--- src/rtl/ifetch_queue.sv ---
// Instruction fetch queue: one outstanding imem request, DEPTH-entry buffer.
// Define IFQ_BYPASS_EN to forward an ack straight to decode when empty.
module ifetch_queue #(
  parameter int ADDR_W = 32,
  parameter int DATA_W = 32,
  parameter int DEPTH = 4,
  parameter logic [ADDR_W-1:0] RESET_PC = '0
) (
  input  logic              clk,
  input  logic              reset,
  output logic              imem_req,
  output logic [ADDR_W-1:0] imem_addr,
  input  logic              imem_ack,
  input  logic [DATA_W-1:0] imem_data,
  input  logic              redirect,
  input  logic [ADDR_W-1:0] redirect_pc,
  output logic              inst_valid,
  input  logic              inst_ready,
  output logic [DATA_W-1:0] inst,
  output logic [ADDR_W-1:0] inst_pc,
  output logic [$clog2(DEPTH):0] count
);

  localparam int PW = $clog2(DEPTH);
  localparam int CW = PW + 1;
  localparam logic [CW-1:0] DEPTH_C = CW'(DEPTH);
  localparam logic [ADDR_W-1:0] STEP = ADDR_W'(4);
  localparam logic [ADDR_W-1:0] ALIGN = ~ADDR_W'(3);

  typedef enum logic [1:0] {
    S_IDLE,
    S_WAIT,
    S_DROP
  } state_t;

  state_t state_q, state_d;

  logic [ADDR_W-1:0] fetch_pc_q, fetch_pc_d;
  logic [ADDR_W-1:0] addr_q, addr_d;
  logic [CW-1:0] count_q, count_nx;
  logic [PW-1:0] rd_ptr_q, wr_ptr_q;

  logic [DATA_W-1:0] mem_data [DEPTH];
  logic [ADDR_W-1:0] mem_pc [DEPTH];

  logic [ADDR_W-1:0] rpc_al;
  logic ack_ok, head_valid, byp, push, pop;

  assign rpc_al = redirect_pc & ALIGN;
  assign imem_req = (state_q != S_IDLE);
  assign imem_addr = addr_q;
  assign count = count_q;

  always_comb begin
    ack_ok = (state_q == S_WAIT) && imem_ack;
    head_valid = (count_q != '0);
`ifdef IFQ_BYPASS_EN
    byp = ack_ok && !head_valid && !redirect;
`else
    byp = 1'b0;
`endif
    inst_valid = head_valid | byp;
    inst = byp ? imem_data : mem_data[rd_ptr_q];
    inst_pc = byp ? addr_q : mem_pc[rd_ptr_q];
    pop = head_valid && inst_ready && !redirect;
    // A bypassed word that decode takes this cycle never enters the buffer
    push = ack_ok && !redirect && !(byp && inst_ready);
    count_nx = count_q + CW'(push) - CW'(pop);
  end

  always_comb begin
    state_d = state_q;
    fetch_pc_d = fetch_pc_q;
    addr_d = addr_q;
    unique case (state_q)
      S_IDLE: begin
        if (redirect) begin
          fetch_pc_d = rpc_al;
        end else if (count_q < DEPTH_C) begin
          state_d = S_WAIT;
          addr_d = fetch_pc_q;
        end
      end
      S_WAIT: begin
        if (redirect) begin
          fetch_pc_d = rpc_al;
          state_d = imem_ack ? S_IDLE : S_DROP;
        end else if (imem_ack) begin
          fetch_pc_d = fetch_pc_q + STEP;
          if (count_nx < DEPTH_C) begin
            addr_d = fetch_pc_q + STEP;
          end else begin
            state_d = S_IDLE;
          end
        end
      end
      S_DROP: begin
        if (redirect) fetch_pc_d = rpc_al;
        if (imem_ack) state_d = S_IDLE;
      end
      default: state_d = S_IDLE;
    endcase
  end

  always_ff @(posedge clk or negedge reset) begin
    if (!reset) begin
      state_q <= S_IDLE;
      fetch_pc_q <= RESET_PC;
      addr_q <= RESET_PC;
      count_q <= '0;
      rd_ptr_q <= '0;
      wr_ptr_q <= '0;
    end else begin
      state_q <= state_d;
      fetch_pc_q <= fetch_pc_d;
      addr_q <= addr_d;
      if (redirect) begin
        count_q <= '0;
        rd_ptr_q <= '0;
        wr_ptr_q <= '0;
      end else begin
        count_q <= count_nx;
        if (pop) rd_ptr_q <= rd_ptr_q + 1'b1;
        if (push) wr_ptr_q <= wr_ptr_q + 1'b1;
      end
    end
  end

  always_ff @(posedge clk) begin
    if (push) begin
      mem_data[wr_ptr_q] <= imem_data;
      mem_pc[wr_ptr_q] <= addr_q;
    end
  end

endmodule

--- config.mk ---
export PLATFORM = sky130hd
export DESIGN_NAME = ifetch_queue
export DESIGN_NICKNAME = d
export VERILOG_FILES = /design/src/rtl/ifetch_queue.sv
export SDC_FILE = /design/constraint.sdc
export NUM_CORES = 1
export LEC_CHECK = 0
export CORE_MARGIN = 4
export CORE_UTILIZATION = 30
export CTS_CLUSTER_DIAMETER = 50
export DETAILED_ROUTE_END_ITERATION = 8
export PLACE_DENSITY = 0.46
export SYNTH_ARGS = -nofsm -noshare
export SYNTH_HDL_FRONTEND = slang
export SYNTH_SLANG_ARGS = --single-unit
--- constraint.sdc ---
create_clock -name clk -period 4.4 [get_ports clk]
set_input_delay 0.88 -clock clk [delete_from_list [all_inputs] [get_ports clk]]
set_output_delay 0.88 -clock clk [all_outputs]
set_load 0.1 [all_outputs]
# Word level (Yosys, flattened, before mapping)
# Memories as Yosys holds them, arrays and structs flattened.
# Cells that the tools add are included.
# Widths: inputs -> output; s select.
[classes]
eq_ne = 11
n_reduce_logical = 16
n_mux = 25
n_addsub = 5
magnitude_cmp = 2
[ops]
columns = ["op", "count"]
rows = [
  ["$mux 32", 8],
  ["$pmux 32 s2", 2],
  ["$add 32x3->32 const B", 1],
  ["$mux 2", 11],
  ["$ne 2x2->1 const B", 5],
  ["$reduce_bool 2->1", 5],
  ["$lt 3x3->1 const B", 2],
  ["$ne 3x3->1 const B", 2],
  ["$pmux 2 s3", 1],
  ["$reduce_and 6->1", 1],
  ["$reduce_and 5->1", 1],
  ["$add 2x1->2 const B", 2],
  ["$logic_and 1x1->1", 4],
  ["$ne 2x1->1 const B", 2],
  ["$add 3x1->3", 1],
  ["$mux 3", 1],
  ["$reduce_and 3->1", 1],
  ["$reduce_bool 3->1", 1],
  ["$sub 3x1->3", 1],
  ["$eq 2x1->1 const B", 1],
  ["$eq 2x2->1 const B", 1],
  ["$logic_not 2->1", 1],
  ["$mux 1", 2],
  ["$reduce_or 2->1", 1],
  ["$logic_not 1->1", 1],
]
[totals]
ram_bits = 256
inputBits = 69
output_inout_bits = 101
ff_bits = 73
wordCells = 67
n_memories = 2
[mem_list]
columns = ["name", "words", "word_bits", "read_ports", "rd_clocked_by_memory_dff", "write_ports", "line", "source"]
rows = [
  ["mem_data", 4, 32, 1, 0, 1, "43", "logic [DATA_W-1:0] mem_data [DEPTH];"],
  ["mem_pc", 4, 32, 1, 0, 1, "44", "logic [ADDR_W-1:0] mem_pc [DEPTH];"],
]

# Longest topological paths before layout
[logic_depth]
word_depth = 10
depth_mapped = 16

# Worst setup path after synthesis
# OpenSTA, ideal clock, no wires.
[synth_timing]
path_type = "register to register"
from = "register count_q[2], in the netlist count[2]"
to = "register addr_q[3], in the netlist imem_addr[3]"
t_arrival_ps = 4109
path_stages_with_launch = 16
synth_period_minus_slack_ps = 4239
t_required_ps = 4270
slack_ps = 161
n_path_buf = 2
setup_ps = 130
cell_sequence = "dfrtp_1 or3_1 nand2_1 nor2_1 ha_1 inv_1 ha_1 inv_1 fa_1 xor2_1 nor4b_1 a311o_1 buf_2 buf_2 nor2_1 a31oi_1"
[synth_between]
elab_chain_cells = 7
elab_cells_between_ends = 10
classes_between = "add/sub (2); order compare (2); eq/ne (2); reduce/logical (4)"
[synth_lines]
columns = ["item", "line", "source"]
rows = [
  ["start, declared", "40", "logic [CW-1:0] count_q, count_nx;"],
  ["start signal, assigned", "122", "count_q <= count_nx;"],
  ["$reduce_bool 3->1", "56", "head_valid = (count_q != '0);"],
  ["via inst_valid", "17", "output logic inst_valid,"],
  ["$logic_and 1x1->1 (2 in a row)", "65", "pop = head_valid && inst_ready && !redirect;"],
  ["$sub 3x1->3", "68", "count_nx = count_q + CW'(push) - CW'(pop);"],
  ["$lt 3x3->1", "90", "if (count_nx < DEPTH_C) begin"],
  ["$ne 2x1->1 (no line)", "n/a", ""],
  ["$reduce_and 6->1 (no line)", "n/a", ""],
  ["end signal, assigned", "116", "addr_q <= addr_d;"],
  ["end, declared", "39", "logic [ADDR_W-1:0] addr_q, addr_d;"],
]
# The timed path passes the listed nets, and every way through them passes these cells.
# A chain may end at the register's enable or synchronous reset.

# Worst setup path after layout
[layout_timing]
from = "input port imem_ack"
to = "register addr_q[2], in the netlist imem_addr[2]"
[layout_between]
elab_chain_cells = 7
elab_cells_between_ends = 8
classes_between = "add/sub (2); order compare (1); eq/ne (2); reduce/logical (3)"
[layout_lines]
columns = ["item", "line", "source"]
rows = [
  ["start, declared", "13", "input logic imem_ack,"],
  ["$logic_and 1x1->1", "55", "ack_ok = (state_q == S_WAIT) && imem_ack;"],
  ["$logic_and 1x1->1", "67", "push = ack_ok && !redirect && !(byp && inst_ready);"],
  ["$add 3x1->3", "68", ""],
  ["$sub 3x1->3", "68", ""],
  ["$lt 3x3->1", "90", ""],
  ["$ne 2x1->1 (no line)", "n/a", ""],
  ["$reduce_and 6->1 (no line) *", "n/a", ""],
]
# Mark *: on every way between the ends. The rest lies on a longest branch, timed or not.

==> run metrics <==
status=complete, no violations; CP dominant cell by count=inv_1; hold_ws=325 ps; Relative slew margins=28.1%; DRC Markers=0; Core ar.=0.0430 mm^2; DP HPWL=20700 um; Worst Setup End Kind=flop; Worst R2R Start=count[2]; H-tree depth=2; Worst VDD drop=0.350 mV; total I/O pin count=170; Via density=4.77; GRT overflow=0; final hold violation count=0; largest net degree at the start of global routing=61; Seq/Total Area, Yosys=70.5%; RSZ-0062 raised after global routing=no; CTS sink count=317; sequential share of power=34.5%; critical path class=in2reg; Final nets=1073; multi-input logic area=0.00358 mm^2; Unique masters post-synth=45; clock slew at reported path FFs=60 ps; Mapped Area=0.0130 mm^2; cells after synthesis=818; Clock power frac=26.9%; Critical Path Source Type=input port; cell with the largest stage delay on the worst path=clkdlybuf4s50_1; die footprint=0.0468 mm^2; actual slew at the worst max-slew pin=1070 ps; TritonCTS Buffers=43; Cell Rows=76; die height=216 um; utilization after layout=38.7%; Skew-Pair Late Insertion Delay=540 ps; CTS tree=done; synth top area cells=edfxtp_1 (57%), dfrtp_1 (13%), mux4_2 (11%), a21oi_1 (2.7%), nor2_1 (1.8%); drt total wl=32800 um; 1st-iter DRT viols=569; CTS Root Cell=clkbuf_16; critical path required time=4850 ps; # port buffers=163; final non-filler cell total=1614; layout cells sized above 1=22.0%; via count=7702; Net Sw Frac=43.7%; Setup-failing EPs final=0; first-pass GRT wire length=50500 um; max incr delay on CP=480 ps; worst flop-to-flop path endpoint=imem_addr[2]; maxcap violations=0; Area Growth Syn to Fin=27.8%; vias in the first global route=7941; Reg2Reg Depth=14; clk_skew=16.1 ps; TNS Setup=0 ps; starting density of the core=30.3%; fillers=4126; WP buf/inv=6; Die Span X=216 um; Antenna Nets Post-Route=0; Critical Path Fanout Max=60; DR pass1 iterations=5; most common cell after layout, fill and taps aside=edfxtp_1; highest-count cells in the layout ignoring fill and taps=edfxtp_1 (248), clkdlybuf4s50_1 (100), buf_4 (81); crit-path leading delay family=buffers and inverters; Final Wtd Congestion=0.777; switching pwr=5.40 mW; register bit total from synthesis=317; CTS max path bufs=3; final period utilization=79.0%; Combinational Power Share=38.6%; n_diodes=0; pwr dens=744 mW/mm^2; area occupied by registers=0.00918 mm^2; Mean Syn Cell Area=15.9 um^2; # hold bufs at CTS=0; initial antenna violation count=0; fmax=0.288 GHz; Hold Crit Class=in2async; max-slew violations=0; leakage power=5.52 nW; DR WL/cell=20.3 um; # resized after CTS=0; Yosys warning count=0; setup bufs post-CTS=0; Synth top area share=57.3%; GRT Total Usage=14.0%; Internal Power=6.97 mW; crit-path cells=clkdlybuf4s50_1, inv_1, nor3_1, inv_1, ha_1, inv_1, ha_1, inv_1, fa_1, xor2_1, nor4b_1, a311o_2, buf_4, nor2_1, a21oi_1; # placed instances=1536; Synth area leader=edfxtp_1; Final Critical Period=3480 ps; CP arrival=3930 ps; Worst R2R Setup Slack=1000 ps; design area=0.0166 mm^2; Cell Area, Placed=0.0153 mm^2
[routing by layer]
metal	wire [um]	vias to the layer above	track usage [%]	share of wire (%)
met3	1570	53	3.28	4.8
met4	699	0	3.61	2.1
met2	15300	199	22.1	47
met5	0	-	0	0
met1	15200	3895	19.7	46
li1	-	3555	-	-
[flip-flops by register name, summed over array words and instances (netlist names)]
name	cells
mem_data	128
count	3
state_q	2
imem_addr	30
fetch_pc_q	30
rd_ptr_q	2
wr_ptr_q	2
mem_pc	120
[power groups by stage]
| stage | registers (mW) | logic, mW | clock network, mW |
|---|---|---|---|
| 6_report | 4.26 | 4.78 | 3.33 |
| 5_1_grt | 4.35 | 5.01 | 3.58 |
| 4_1_cts | 4.28 | 4.85 | 3.46 |
| 3_5_place_dp | 4.34 | 4.84 | 0 |
| 3_3_place_gp | 4.33 | 4.83 | 0 |
| 2_1_floorplan | 5.04 | 2.87 | 0 |
[logic make-up (layout without fill, tap and decap cells)]
logic type / Yosys count / after routing / share of synthesized area [%]
adders and majority gates: 8 / 8 / 0.827
other: 1 / 4 / 0.0288
DFF: 317 / 317 / 70.5
xor gates and xnor gates: 34 / 34 / 2.29
and+or+nand+nor: 202 / 202 / 7.71
buffers and inverters: 66 / 274 / 2.23
AOI/OAI and AO/OA: 128 / 128 / 5.65
muxes: 62 / 62 / 10.7
[worst max path at each step]
stage	startpoint	end	slack (ps)	cells past startpoint
after global placement	imem_ack	imem_addr[3]	360	15
after CTS	rd_ptr_q[0]	inst[8]	770	3
after floorplan	count[2]	imem_addr[3]	160	15
final	imem_ack	imem_addr[2]	920	15
after global routing	imem_ack	imem_addr[2]	640	15
after detailed placement	imem_ack	imem_addr[3]	390	15
[metrics by stage]
step | worst slack (ps) | power (mW)
global placement | 358 | 9.16
detailed placement | 387 | 9.18
global route | 643 | 12.9
CTS | 771 | 12.6
finish | 922 | 12.4
floorplan | 161 | 7.91
[synthesized netlist by cell type (all sizes together)]
cell type,n
a21o,2
a21oi,69
a22oi,1
a2bb2oi,4
a311o,1
a311oi,3
a31oi,2
a32oi,2
and2,6
and3,7
and4,6
buf,30
clkbuf,28
conb,1
dfrtp,69
edfxtp,248
fa,1
ha,7
inv,8
mux4,62
nand2,37
nand2b,2
nand3,24
nand4,13
nand4b,1
nor2,63
nor2b,4
nor3,15
nor4,15
nor4b,2
o21ai,26
o22a,1
o22ai,7
o2bb2ai,1
o311a,1
o31ai,5
o32ai,3
or2,1
or3,5
or4,1
xnor2,24
xor2,10
[final cells by class]
cell class              count  area share [%]
clock inverters            23            1.25
repair buffers            188            10.4
inverters                   8           0.181
flip-flops and latches    317            55.2
well taps                 585            4.40
multi-input cells         438            21.5
clock buffers              55            7.00
(Power assumes the default switching activity.)
